===== config.mk =====
export PLATFORM = sky130hd
export DESIGN_NAME = approx_add_pipe_flat
export DESIGN_NICKNAME = d
export VERILOG_FILES = /design/src/rtl/approx_pkg.sv /design/src/rtl/approx_add_pipe_if.sv /design/src/rtl/approx_add_pipe_core.sv /design/src/rtl/approx_add_pipe.sv /design/src/flat_wrapper.sv
export SDC_FILE = /design/constraint.sdc
export NUM_CORES = 1
export LEC_CHECK = 0
export BUFFER_PORTS_ARGS = -buffer_cell sky130_fd_sc_hd__buf_2
export CORE_MARGIN = 5
export CORE_UTILIZATION = 45
export DETAILED_ROUTE_END_ITERATION = 8
export GPL_TIMING_DRIVEN = 0
export SYNTH_ARGS = -nofsm -noshare
export SYNTH_HDL_FRONTEND = slang
export SYNTH_HIERARCHICAL = 1
export SYNTH_SLANG_ARGS = --single-unit

===== constraint.sdc =====
create_clock -name clk -period 13 [get_ports clk]
set_input_delay 2.6 -clock clk [delete_from_list [all_inputs] [get_ports clk]]
set_output_delay 2.6 -clock clk [all_outputs]
set_load 0.01 [all_outputs]

===== src/rtl/approx_pkg.sv =====
// Shared definitions for the approximate adder: mode encodings used by the
// combinational core, the pipeline and its handshake interface.
package approx_pkg;

   localparam int MODE_W = 2;

   typedef enum logic [MODE_W-1:0] {
      MODE_EXACT = 2'b00,
      MODE_LOA   = 2'b01,
      MODE_TRUNC = 2'b10,
      MODE_COPY  = 2'b11
   } mode_t;

endpackage


===== src/rtl/approx_add_pipe_if.sv =====
// Operand/result handshake bundle for approx_add_pipe; the producer/consumer
// side uses master, the adder pipeline uses slave.
interface approx_add_pipe_if
   import approx_pkg::*;
#(
   parameter int W = 8
);

   logic [W-1:0]      A;
   logic [W-1:0]      B;
   logic [MODE_W-1:0] mode;
   logic              in_valid;
   logic              in_ready;
   logic [W:0]        O;
   logic              out_valid;
   logic              out_ready;

   modport master (
      output A, B, mode, in_valid, out_ready,
      input  in_ready, O, out_valid
   );

   modport slave (
      input  A, B, mode, in_valid, out_ready,
      output in_ready, O, out_valid
   );

endinterface


===== src/rtl/approx_add_pipe_core.sv =====
// Combinational approximate adder: exact, lower-part OR, truncate and
// operand-copy variants on the low K bits; usable on its own.
module approx_add_core
   import approx_pkg::*;
#(
   parameter int W = 8,
   parameter int K = 4
) (
   input  logic [W-1:0]      A,
   input  logic [W-1:0]      B,
   input  logic [MODE_W-1:0] mode,
   output logic [W:0]        O
);

   localparam int HW = W - K;

   logic [HW:0]  hi_sum;
   logic [K-1:0] lo;
   logic         cin;

   always_comb begin
      lo  = '0;
      cin = 1'b0;
      case (mode_t'(mode))
         MODE_LOA: begin
            lo  = A[K-1:0] | B[K-1:0];
            cin = A[K-1] & B[K-1];
         end
         MODE_COPY: lo = B[K-1:0];
         default:   ;
      endcase
      // Upper part is always a real adder; only its carry-in differs by mode.
      hi_sum = {1'b0, A[W-1:K]} + {1'b0, B[W-1:K]} + {{HW{1'b0}}, cin};
      if (mode_t'(mode) == MODE_EXACT) O = {1'b0, A} + {1'b0, B};
      else                            O = {hi_sum, lo};
   end

endmodule


===== src/rtl/approx_add_pipe.sv =====
// Two-stage valid/ready pipeline around approx_add_core with running error
// statistics (sum, max, nonzero count, sample count) on every output transfer.
module approx_add_pipe
   import approx_pkg::*;
#(
   parameter int W    = 8,
   parameter int K    = 4,
   parameter int ACCW = 24
) (
   input  logic              clk,
   input  logic              rst_n,
   approx_add_pipe_if.slave  bus,
   input  logic              stat_clr,
   output logic [ACCW-1:0]   err_sum,
   output logic [W:0]        err_max,
   output logic [ACCW-1:0]   err_cnt,
   output logic [ACCW-1:0]   smp_cnt
);

   localparam int SW = ACCW + W + 2;

   function automatic logic [ACCW-1:0] sat_add(input logic [ACCW-1:0] base,
                                               input logic [W:0]      add);
      logic [SW-1:0] s;
      s = SW'(base) + SW'(add);
      if (s > SW'({ACCW{1'b1}})) return '1;
      return s[ACCW-1:0];
   endfunction

   function automatic logic [W:0] abs_diff(input logic [W:0] x, input logic [W:0] y);
      return (x >= y) ? (x - y) : (y - x);
   endfunction

   logic [W-1:0]      a_p1, b_p1;
   logic [MODE_W-1:0] mode_p1;
   logic              vld_p1, vld_p2;
   logic [W:0]        approx_p1, exact_p1, err_p1;
   logic [W:0]        o_p2, exact_p2, err_p2;
   logic              in_xfer, adv_p2, out_xfer;
   logic [ACCW-1:0]   sum_nx, cnt_nx, smp_nx;
   logic [W:0]        max_nx;

   assign out_xfer     = vld_p2 & bus.out_ready;
   assign adv_p2       = vld_p1 & (~vld_p2 | bus.out_ready);
   assign bus.in_ready = ~vld_p1 | adv_p2;
   assign in_xfer      = bus.in_valid & bus.in_ready;
   assign bus.O        = o_p2;
   assign bus.out_valid = vld_p2;

   always_ff @(posedge clk or negedge rst_n) begin
      if (!rst_n) begin
         vld_p1 <= 1'b0;
         vld_p2 <= 1'b0;
      end else begin
         vld_p1 <= in_xfer | (vld_p1 & ~adv_p2);
         vld_p2 <= adv_p2 | (vld_p2 & ~out_xfer);
      end
   end

   // Stage 1: operands and mode captured together, so in-flight work keeps its mode
   always_ff @(posedge clk) begin
      if (in_xfer) begin
         a_p1    <= bus.A;
         b_p1    <= bus.B;
         mode_p1 <= bus.mode;
      end
   end

   approx_add_core #(.W(W), .K(K)) u_core (
      .A    (a_p1),
      .B    (b_p1),
      .mode (mode_p1),
      .O    (approx_p1)
   );

   assign exact_p1 = {1'b0, a_p1} + {1'b0, b_p1};
   assign err_p1   = abs_diff(approx_p1, exact_p1);

   // Stage 2: result, reference sum and error held until the consumer takes them
   always_ff @(posedge clk or negedge rst_n) begin
      if (!rst_n) begin
         o_p2     <= '0;
         exact_p2 <= '0;
         err_p2   <= '0;
      end else if (adv_p2) begin
         o_p2     <= approx_p1;
         exact_p2 <= exact_p1;
         err_p2   <= err_p1;
      end
   end

   // A clear in the same cycle as a transfer counts that transfer from zero.
   always_comb begin
      sum_nx = stat_clr ? '0 : err_sum;
      cnt_nx = stat_clr ? '0 : err_cnt;
      smp_nx = stat_clr ? '0 : smp_cnt;
      max_nx = stat_clr ? '0 : err_max;
      if (out_xfer) begin
         sum_nx = sat_add(sum_nx, err_p2);
         cnt_nx = sat_add(cnt_nx, (W+1)'(o_p2 != exact_p2));
         smp_nx = sat_add(smp_nx, (W+1)'(1));
         if (err_p2 > max_nx) max_nx = err_p2;
      end
   end

   always_ff @(posedge clk or negedge rst_n) begin
      if (!rst_n) begin
         err_sum <= '0;
         err_cnt <= '0;
         smp_cnt <= '0;
         err_max <= '0;
      end else begin
         err_sum <= sum_nx;
         err_cnt <= cnt_nx;
         smp_cnt <= smp_nx;
         err_max <= max_nx;
      end
   end

endmodule


===== src/flat_wrapper.sv =====
// flat-port wrapper written by rule: the top's interface ports become plain ports
module approx_add_pipe_flat import approx_pkg::*;
#(
   parameter int W    = 8,
   parameter int K    = 4,
   parameter int ACCW = 24
)
  (clk, rst_n, stat_clr, err_sum, err_max, err_cnt, smp_cnt, bus_A, bus_B, bus_mode, bus_in_valid, bus_out_ready, bus_in_ready, bus_O, bus_out_valid);
  approx_add_pipe_if #(.W(W)) bus_i ();
  input  logic clk;
  input  logic rst_n;
  input  logic stat_clr;
  output logic [ACCW-1:0] err_sum;
  output logic [W:0] err_max;
  output logic [ACCW-1:0] err_cnt;
  output logic [ACCW-1:0] smp_cnt;
  input wire logic [$bits(bus_i.A)-1:0] bus_A;
  input wire logic [$bits(bus_i.B)-1:0] bus_B;
  input wire logic [$bits(bus_i.mode)-1:0] bus_mode;
  input wire logic [$bits(bus_i.in_valid)-1:0] bus_in_valid;
  input wire logic [$bits(bus_i.out_ready)-1:0] bus_out_ready;
  output wire logic [$bits(bus_i.in_ready)-1:0] bus_in_ready;
  output wire logic [$bits(bus_i.O)-1:0] bus_O;
  output wire logic [$bits(bus_i.out_valid)-1:0] bus_out_valid;
  assign bus_i.A = bus_A;
  assign bus_i.B = bus_B;
  assign bus_i.mode = bus_mode;
  assign bus_i.in_valid = bus_in_valid;
  assign bus_i.out_ready = bus_out_ready;
  assign bus_in_ready = bus_i.in_ready;
  assign bus_O = bus_i.O;
  assign bus_out_valid = bus_i.out_valid;
  approx_add_pipe #(.W(W), .K(K), .ACCW(ACCW)) u_core (.clk(clk), .rst_n(rst_n), .bus(bus_i), .stat_clr(stat_clr), .err_sum(err_sum), .err_max(err_max), .err_cnt(err_cnt), .smp_cnt(smp_cnt));
endmodule

; ---- Yosys cells after proc, flatten, opt, wreduce, memory -nomap -nowiden
; Cells that the tools add are included.
[classes]
n_addsub = 8
n_lt_le_gt_ge = 5
eq_ne = 3
mux = 25
bitwise_logic = 15
reduce_logical = 1
[op_table]
columns = cell, n
row1 = 24-bit 2-to-1 mux, 12
row2 = 34-bit by 24-bit greater-than comparator with 1-bit output (second input constant), 3
row3 = 9-bit 2-to-1 mux, 5
row4 = 24-bit by 1-bit adder with 25-bit output, 1
row5 = 24-bit by 1-bit adder with 25-bit output (second input constant), 1
row6 = 24-bit by 9-bit adder with 25-bit output, 1
row7 = 9-bit subtractor, 2
row8 = 8-bit by 8-bit adder with 9-bit output, 1
row9 = 9-bit greater-or-equal comparator, 1
row10 = 9-bit greater-than comparator, 1
row11 = 9-bit != test, 1
row12 = 4-bit case mux with 2 select lines, 1
row13 = 1-bit 2-to-1 mux, 7
row14 = 1-bit bitwise AND, 6
row15 = 4-bit by 4-bit adder with 5-bit output, 1
row16 = 5-bit by 1-bit adder with 5-bit output, 1
row17 = 1-bit inverter, 4
row18 = 1-bit bitwise OR, 4
row19 = 4-bit bitwise OR, 1
row20 = 2-bit by 1-bit == test with 1-bit output (second input constant), 1
row21 = 2-bit == test (second input constant), 1
row22 = 2-bit logical NOT, 1
[word_totals]
regBits = 128
in_bits = 23
output_inout_bits = 92
elab_cells = 69

; ---- Longest topological paths before layout
; Gate-level depths: netlist (run 1).
[depth]
depth_word = 7
depth_mapped = 20
ltp_nobuf = 18

; ---- Cells and area by module
; Netlist (run 1), hierarchy kept.
[modules_own_cells]
columns = mod, n_inst, cells_per_inst, area_per_inst_um2, seq_area_each_um2
row1 = approx_add_pipe, 1, 882, 8127.8, 3293.2
row2 = approx_add_core, 1, 81, 603.1, 0.0

; ---- Worst setup path before layout (run 1)
; Ideal clock, no wire load.
[synth_timing]
path_kind = input to register
from = in stat_clr
to = reg u_core.smp_cnt[12]
setup_ns = 0.076
arrival_time_ns = 5.807
required_time_ns = 12.924
setup_slack_ns = 7.116
stages = 14
n_path_buf = 4
cell_sequence = buf_2 clkbuf_1 clkbuf_1 nor2b_1 ha_1 or4b_4 a2111oi_4 o221ai_2 or4_1 a2111oi_2 a41o_1 nand2_2 buf_6 o21ai_2
[synth_between]
elab_chain_len = 7
[synth_rtl]
columns = item, line
row1 = from (decl), flat_wrapper.sv:12  ; input logic stat_clr;
row2 = 24-bit 2-to-1 mux *, approx_add_pipe.sv:96  ; smp_nx = stat_clr ? '0 : smp_cnt;
row3 = 24-bit by 1-bit adder with 25-bit output, approx_add_pipe.sv:25  ; s = SW'(base) + SW'(add);
row4 = 34-bit by 24-bit greater-than comparator with 1-bit output, approx_add_pipe.sv:26  ; if (s > SW'({ACCW{1'b1}})) return '1;
row5 = 1-bit 2-to-1 mux, approx_add_pipe.sv:26
row6 = 1-bit 2-to-1 mux, approx_add_pipe.sv:98  ; if (out_xfer) begin
row7 = 24-bit 2-to-1 mux, approx_add_pipe.sv:27  ; return s[ACCW-1:0];
row8 = 24-bit 2-to-1 mux *, approx_add_pipe.sv:98
row9 = named net u_core.smp_nx[12], approx_add_pipe.sv:40  ; logic [ACCW-1:0] sum_nx, cnt_nx, smp_nx;
row10 = to (signal assigned), approx_add_pipe.sv:115  ; smp_cnt <= smp_nx;
row11 = to (decl), approx_add_pipe.sv:17  ; output logic [ACCW-1:0] smp_cnt
; Mark *: on every way through the listed nets, which the timed path passes. The rest lies on a longest branch. The select of a mux whose other input is x is not followed.
; A chain may end at the register's enable or synchronous reset.

; ---- Final worst setup path (run 1)
; Ends and elaborated chain as after synthesis.

==> results.sh, run 1 <==
export IMPL_grtUsageTotal_pct=21.77
export IMPL_ant_nets=0
export IMPL_grt_pass1_wl_um=38360
export IMPL_die_h_um=149.3
export IMPL_synth_fa_ha_area_share_pct=10.06
export IMPL_wl_per_cell_um=17.40
export IMPL_fmax_mhz=150.0
export IMPL_routed_wl_um=23930
export IMPL_synth_compound_area_share_pct=16.90
export IMPL_required_ns=13.34
export IMPL_ir_drop_uv=99.08
export IMPL_top_usage_layer="met2"
export IMPL_drtIter0Drc=411
export IMPL_avgSynthCellArea_um2=9.066
export IMPL_hold_class="flip-flop to flip-flop"
export IMPL_leakage_nw=4.704
export IMPL_area_delta_synth_final_pct=17.91
export IMPL_power_mw=1.499
export IMPL_synthDominantCellAreaShare_pct=31.53
export IMPL_finalCriticalPeriod_ns=6.665
export IMPL_relSlewSlack_pct=43.42
export IMPL_start_util_pct=45.31
export IMPL_synthTopCellsByArea="dfrtp_1 32%, ha_1 8.5%, edfxtp_1 6.2%"
export IMPL_grt_max_degree=57
export IMPL_antennaDiodeCount=0
export IMPL_grt_ovfl_total=0
export IMPL_vias_per_cell=5.474
export IMPL_yosysTopAreaCell="dfrtp_1"
export IMPL_grt_use_met2_pct=34.71
export IMPL_clkSinkCount=128
export IMPL_synth_seq_cells=128
export IMPL_hpwl_um=18070
export IMPL_multi_input_area_mm2=0.005015
export IMPL_dieArea_mm2=0.02229
export IMPL_clk_pin_slew_worst_paths_ns=0.06
export IMPL_synthMuxAreaShare_pct=2.737
export IMPL_tightest_slew_ns=0.8487
export IMPL_gp_congestion=0.9391
export IMPL_synthArstFlopShare_pct=85.94
export IMPL_synth_cells=963
export IMPL_synth_area_mm2=0.008731
export IMPL_synthSimpleGateAreaFrac_pct=20.82
export IMPL_final_hold_violation_count=0
export IMPL_cts_htree_levels=4
export IMPL_maxCapViolCount=0
export IMPL_cts_hold_buffers=0
export IMPL_fp_row_count=51
export IMPL_first_global_vias=7281
export IMPL_seq_area_mm2=0.003293
export IMPL_rsz0062_at_grt="no"
export IMPL_layout_commonest_cell="buf_2"
export IMPL_core_region_area_mm2=0.01927
export IMPL_cts_buffer_depth=2
export IMPL_synth_top_family_by_area="simple AND/OR/NAND/NOR gates"
export IMPL_yosys_area_share_xor_xnor_pct=6.922
export IMPL_cp_max_fo=10
export IMPL_gr_usage_met1_pct=30.32
export IMPL_clk_latency_ns=0.42
export IMPL_post_route_drc_count=0
export IMPL_drtPass1Iterations=7
export IMPL_period_share_pct=51.27
export IMPL_dp_cells=1343
export IMPL_yosysWarnings=6
export IMPL_fill_cells=1821
export IMPL_vias=7527
export IMPL_syn_num_nets=1052
export IMPL_fin_nets=1186
export IMPL_drive_gt1_share_pct=17.48
export IMPL_ios=115
export IMPL_fp_dieW_um=149.3
export IMPL_port_buffer_count=114
export IMPL_clock_skew_ns=0.005216
export IMPL_cts_buffers_inserted=17
export IMPL_synth_edf_count=18
export IMPL_final_util_pct=53.42
export IMPL_setup_viol=0
export IMPL_end_kind="flip-flop"
export IMPL_use_met3_pct=3.677
export IMPL_final_cell_mix="117 x buf_2, 115 x nand2_1, 110 x dfrtp_1"
export IMPL_cts_tree="built"
export IMPL_antenna_found_initial=0
export IMPL_maxSlewViolCount=0
export IMPL_stdcell_count=1375
export IMPL_seq_area_frac_synth_pct=37.72
export IMPL_post_cts_resized=0
export IMPL_p_per_area_mw_per_mm2=145.6
export IMPL_root_buffer="clkbuf_16"
export IMPL_status="finished clean"
export IMPL_critical_path_class="input pin to flip-flop"
export IMPL_synthDistinctLibCells=80
export IMPL_finalSetupTns_ns=0
export IMPL_post_cts_setup_buffer_count=0
export IMPL_crit_path_start_kind="input pin"
export IMPL_arrival_ns=7.00
export IMPL_synth_main_ff_cell="dfrtp_1"
[flip-flops by register name, indices dropped and copies added (netlist names)]
signal / flops
u_core/b_p1: 8
u_core/bus.O: 9
u_core/smp_cnt: 24
u_core/err_cnt: 24
u_core/err_p2: 9
u_core/exact_p2: 9
u_core/err_sum: 24
u_core/bus.out_valid: 1
u_core/vld_p1: 1
u_core/err_max: 9
u_core/mode_p1: 2
u_core/a_p1: 8
[critical path, stage by stage]
cell       delay (ns)
buf_2            0.18
buf_2            0.29
clkbuf_1         0.63
clkbuf_1         0.50
nor2b_1          0.17
ha_1             0.34
or4b_4           0.54
a2111oi_4        0.21
o221ai_2         0.15
or4_1            0.45
a2111oi_2        0.35
a41o_1           0.23
nand2_2          0.10
buf_6            0.18
o21ai_2          0.05
[cell families (layout without fill, tap and decap cells)]
kind of cell	count (synthesis)	count (layout)
AOI/OAI and AO/OA	219	219
xor gates and xnor gates	69	69
adders and majority gates	66	66
buffers and inverters	103	250
DFF	128	128
muxes	23	23
and+or+nand+nor	355	355
[cell usage after synthesis (4+ instances only)]
master,instances
a2111oi_0,5
a211oi_1,8
a21o_1,8
a21oi_1,39
a31oi_1,14
and2_1,8
and3_1,16
and4_1,5
buf_1,4
buf_2,4
buf_6,4
clkbuf_1,26
dfrtp_1,110
edfxtp_1,18
fa_1,7
ha_1,59
inv_1,63
mux2_2,6
mux2i_1,16
nand2_1,115
nand2b_1,13
nand3_1,26
nand4_1,13
nand4b_1,4
nor2_1,58
nor2b_1,32
nor3_1,20
nor3b_1,4
nor4_1,8
o211ai_1,11
o21a_1,10
o21ai_0,64
o21ai_2,10
o21bai_1,7
o31ai_1,5
or3_1,7
or4_1,6
xnor2_1,45
xor2_1,24
[worst paths after layout]
| path | from | to | slack [ns] | cells after the start |
|---|---|---|---|---|
| setup / recovery | stat_clr | u_core/smp_cnt[12] | 6.34 | 15 |
| hold / removal | u_core/exact_p2[5] | u_core/exact_p2[5] | 0.50 | 2 |
| setup reg to reg | u_core/mode_p1[1] | u_core/err_p2[7] | 8.08 | 19 |
| hold reg to reg | u_core/exact_p2[5] | u_core/exact_p2[5] | 0.50 | 2 |
| max in group asynchronous | rst_n | u_core/err_sum[15] | 10.18 | 2 |
| min in group asynchronous | rst_n | u_core/err_cnt[20] | 2.15 | 1 |
[per-layer routing]
layer / wire [um] / vias to the layer above
li1: - / 3691
met1: 11420 / 3612
met2: 10940 / 190
met4: 476 / 0
met3: 1095 / 34
met5: 0 / -
[stage by stage]
| stage | instance area [um2] | hold slack (ns) | worst slack [ns] |
|---|---|---|---|
| 4_1_cts | 10290 | 0.5056 | 6.377 |
| 2_1_floorplan | 8731 | 0.4692 | 7.116 |
| 3_5_place_dp | 9667 | 0.4931 | 5.936 |
| 5_1_grt | 10290 | 0.5421 | 6.130 |
| 3_3_place_gp | 9633 | 0.4809 | 5.874 |
| 6_report | 10290 | 0.5048 | 6.335 |
[where the power goes]
group	leakage, nW	internal, mW	switching, mW
clock network	0.310	0.326	0.183
logic	2.77	0.205	0.273
registers	1.62	0.461	0.0514
total	4.70	0.992	0.507
[cell type report]
| cell class | instances | area share, % |
|---|---|---|
| inverters | 64 | 2.333 |
| multi-input cells | 732 | 48.71 |
| plain buffers | 39 | 1.774 |
| clock buffers | 18 | 4.266 |
| repair buffers | 115 | 5.870 |
| flip-flops and latches | 128 | 31.99 |
| clock inverters | 14 | 1.835 |
| well taps | 265 | 3.221 |
No activity file was read; power rests on OpenSTA's default activity.
==> run 2: changes to the inputs <==
--- a/config.mk
+++ b/config.mk
@@ -5,11 +5,13 @@
 export SDC_FILE = /design/constraint.sdc
 export NUM_CORES = 1
 export LEC_CHECK = 0
+export ABC_AREA = 1
 export BUFFER_PORTS_ARGS = -buffer_cell sky130_fd_sc_hd__buf_2
 export CORE_MARGIN = 5
 export CORE_UTILIZATION = 45
 export DETAILED_ROUTE_END_ITERATION = 8
 export GPL_TIMING_DRIVEN = 0
+export PLACE_DENSITY = 0.67
 export SYNTH_ARGS = -nofsm -noshare
 export SYNTH_HDL_FRONTEND = slang
 export SYNTH_HIERARCHICAL = 1
==> constraint.sdc (replaced) <==
create_clock -name clk -period 5.4 [get_ports clk]
set_input_delay 1.08 -clock clk [delete_from_list [all_inputs] [get_ports clk]]
set_output_delay 1.08 -clock clk [all_outputs]
set_load 0.01 [all_outputs]
==> run 2 against run 1 <==
Effect of this change: combinational power increased to 2.7 times the previous value; clock skew rose by 0.0013 ns; register-to-register slack lost 6.8 ns; critical path depth grew 5; final area grew 5.5%; hold slack improved by 0.0054 ns.
==> results.sh, run 2 <==
export IMPL_synth_most_common_cell="nand2_1"
export IMPL_grt_max_degree=68
export IMPL_cts_htree_levels=4
export IMPL_gr_usage_met1_pct=28.90
export IMPL_relSlewSlack_pct=51.31
export IMPL_crit_start="stat_clr"
export IMPL_antenna_found_initial=0
export IMPL_ant_nets=0
export IMPL_clock_skew_ns=0.006468
export IMPL_p_per_area_mw_per_mm2=343.9
export IMPL_hold_start="u_core/exact_p2[4]"
export IMPL_ios=115
export IMPL_synthDistinctLibCells=55
export IMPL_ff2ff_path_depth=20
export IMPL_crit_end="u_core/err_sum[9]"
export IMPL_grt_use_met2_pct=36.17
export IMPL_maxCapViolCount=0
export IMPL_cts_buffers_inserted=17
export IMPL_cp_max_fo=10
export IMPL_synth_edf_count=18
export IMPL_layout_commonest_cell="nand2_1"
export IMPL_port_buffer_count=114
export IMPL_ir_drop_uv=259.4
export IMPL_yosysWarnings=6
export IMPL_synth_area_mm2=0.009338
export IMPL_synthArstFlopShare_pct=85.94
export IMPL_fp_row_count=52
export IMPL_root_buffer="clkbuf_16"
export IMPL_synth_seq_cells=128
export IMPL_rsz0062_at_grt="no"
export IMPL_drtPass1Iterations=5
export IMPL_finalSetupTns_ns=0
export IMPL_end_kind="flip-flop"
export IMPL_avgSynthCellArea_um2=7.405
export IMPL_hold_depth=2
export IMPL_core_region_area_mm2=0.02036
export IMPL_holdWs_ns=0.5101
export IMPL_tightest_slew_ns=0.7304
export IMPL_post_route_drc_count=0
export IMPL_cts_buffer_depth=2
export IMPL_yosys_top_cells_count="267 x nand2_1, 191 x inv_1, 143 x nor2_1"
export IMPL_routed_wl_um=25730
export IMPL_synthDominantCellAreaShare_pct=29.48
export IMPL_r2r_end="u_core/err_p2[1]"
export IMPL_gp_congestion=0.9245
export IMPL_dieArea_mm2=0.02373
export IMPL_grtUsageTotal_pct=22.01
export IMPL_post_cts_setup_buffer_count=0
export IMPL_final_hold_violation_count=0
export IMPL_clk_latency_ns=0.42
export IMPL_yosysTopAreaCell="dfrtp_1"
export IMPL_grt_ovfl_total=0
export IMPL_critical_path_class="input pin to flip-flop"
export IMPL_top_usage_layer="met2"
export IMPL_crit_path_start_kind="input pin"
export IMPL_vias_per_cell=5.218
export IMPL_die_h_um=154.1
export IMPL_leakage_nw=5.473
export IMPL_post_cts_resized=0
export IMPL_p_comb_share_pct=34.7
export IMPL_p_switching_mw=1.380
export IMPL_fp_dieW_um=154.1
export IMPL_setup_viol=0
export IMPL_synth_main_ff_cell="dfrtp_1"
export IMPL_grt_pass1_wl_um=42770
export IMPL_finalCriticalPeriod_ns=4.852
export IMPL_r2r_start="u_core/mode_p1[0]"
export IMPL_seq_power_share_pct=34.7
export IMPL_synth_cells=1261
export IMPL_syn_num_nets=1350
export IMPL_wl_per_cell_um=15.34
export IMPL_clkSinkCount=128
export IMPL_hold_class="flip-flop to flip-flop"
export IMPL_status="finished clean"
export IMPL_clkPwrFrac_pct=30.6
export IMPL_fmax_mhz=206.1
export IMPL_required_ns=5.68
export IMPL_hpwl_um=19720
export IMPL_final_cell_mix="267 x nand2_1, 191 x inv_1, 143 x nor2_1"
export IMPL_first_global_vias=8609
export IMPL_p_int_mw=2.355
export IMPL_clk_pin_slew_worst_paths_ns=0.06
export IMPL_vias=8750
export IMPL_start_util_pct=45.85
export IMPL_fill_cells=1994
export IMPL_drtIter0Drc=576
export IMPL_cts_tree="built"
export IMPL_multi_input_area_mm2=0.005111
export IMPL_arrival_ns=5.13
export IMPL_reg2reg_slack_ns=1.25
export IMPL_seq_area_mm2=0.003293
export IMPL_synthTopCellsByArea="dfrtp_1 29%, nand2_1 11%, ha_1 7.9%"
export IMPL_period_share_pct=89.84
export IMPL_area_delta_synth_final_pct=16.31
export IMPL_drive_gt1_share_pct=16.06
export IMPL_use_met3_pct=4.469
export IMPL_fin_nets=1484
export IMPL_maxSlewViolCount=0
export IMPL_p_sw_share_pct=36.94
export IMPL_seq_area_frac_synth_pct=35.27
export IMPL_antennaDiodeCount=0
export IMPL_cts_hold_buffers=0
export IMPL_biggestRegsByFlops="u_core/err_cnt x24, u_core/err_sum x24, u_core/smp_cnt x24"
[run 2: cell types whose count changed after synthesis, sizes merged, moves of 30 or more]
cell,delta
nand2,+172
inv,+133
nor2,+104
nand3,+85
nor2b,-32
xnor2,-30
[run 2: how the worst min path moves through the flow]
stage	slack, ns	to
detailed placement	0.50	u_core/exact_p2[4]
finish	0.51	u_core/exact_p2[4]
floorplan	0.47	u_core/exact_p2[1]
global placement	0.49	u_core/exact_p2[3]
CTS	0.51	u_core/exact_p2[4]
global route	0.53	u_core/exact_p2[5]
[run 2: layout make-up]
cell class / instances / share of cell area (%)
Buffer: 33 / 1.624
Clock buffer: 26 / 4.885
Clock inverter: 5 / 0.4608
Inverter: 201 / 6.970
Multi-Input combinational cell: 899 / 47.06
Sequential cell: 128 / 30.32
Tap cell: 270 / 3.111
Timing Repair Buffer: 115 / 5.565
[run 2: kinds of logic (layout without fill, tap and decap cells)]
family                     count (synthesis)  after routing  synth area share [%]
DFF                                      128            128                 35.27
and+or+nand+nor                          622            622                 30.93
AOI/OAI and AO/OA                        161            161                 9.715
adders and majority gates                 66             66                 9.406
buffers and inverters                    234            380                 9.996
xor gates and xnor gates                  50             50                 4.690
[run 2: per-layer routing]
layer | share of wire, % | up-vias
met5 | 0 | -
met4 | 2.0 | 0
met3 | 6.5 | 46
met2 | 47 | 278
met1 | 44 | 4095
li1 | - | 4331
[run 2: power groups by stage]
stage | Sequential, mW | Combinational [mW] | Clock (mW)
3_3_place_gp | 1.31 | 1.27 | 0
2_1_floorplan | 1.31 | 0.896 | 0
4_1_cts | 1.30 | 1.30 | 1.16
5_1_grt | 1.31 | 1.49 | 1.20
3_5_place_dp | 1.31 | 1.29 | 0
6_report | 1.30 | 1.30 | 1.14
[run 2: critical path: stages]
cell      delay (ns)
buf_2           0.20
buf_6           0.21
buf_2           0.30
buf_1           0.60
clkbuf_1        0.51
nor2_1          0.15
ha_1            0.22
inv_1           0.07
fa_1            0.21
inv_1           0.05
nand3_1         0.06
nand3_1         0.11
a31oi_1         0.34
o21a_1          0.24
nor2_2          0.07
nand2_1         0.15
nor3_2          0.08
nand2_1         0.11
buf_2           0.25
nand3_1         0.11
[run 2: metrics by stage]
stage | std cells | power [mW] | worst slack [ns] | area [um2] | util (%)
floorplan | 1261 | 2.202 | 1.570 | 9338 | -
global placement | 1645 | 2.585 | 0.2309 | 10250 | 50.31
detailed placement | 1646 | 2.605 | 0.1609 | 10280 | 50.48
CTS | 1677 | 3.759 | 0.5981 | 10860 | 53.33
global route | 1677 | 4.007 | 0.2986 | 10860 | 53.33
finish | 1677 | 3.735 | 0.5484 | 10860 | 53.33
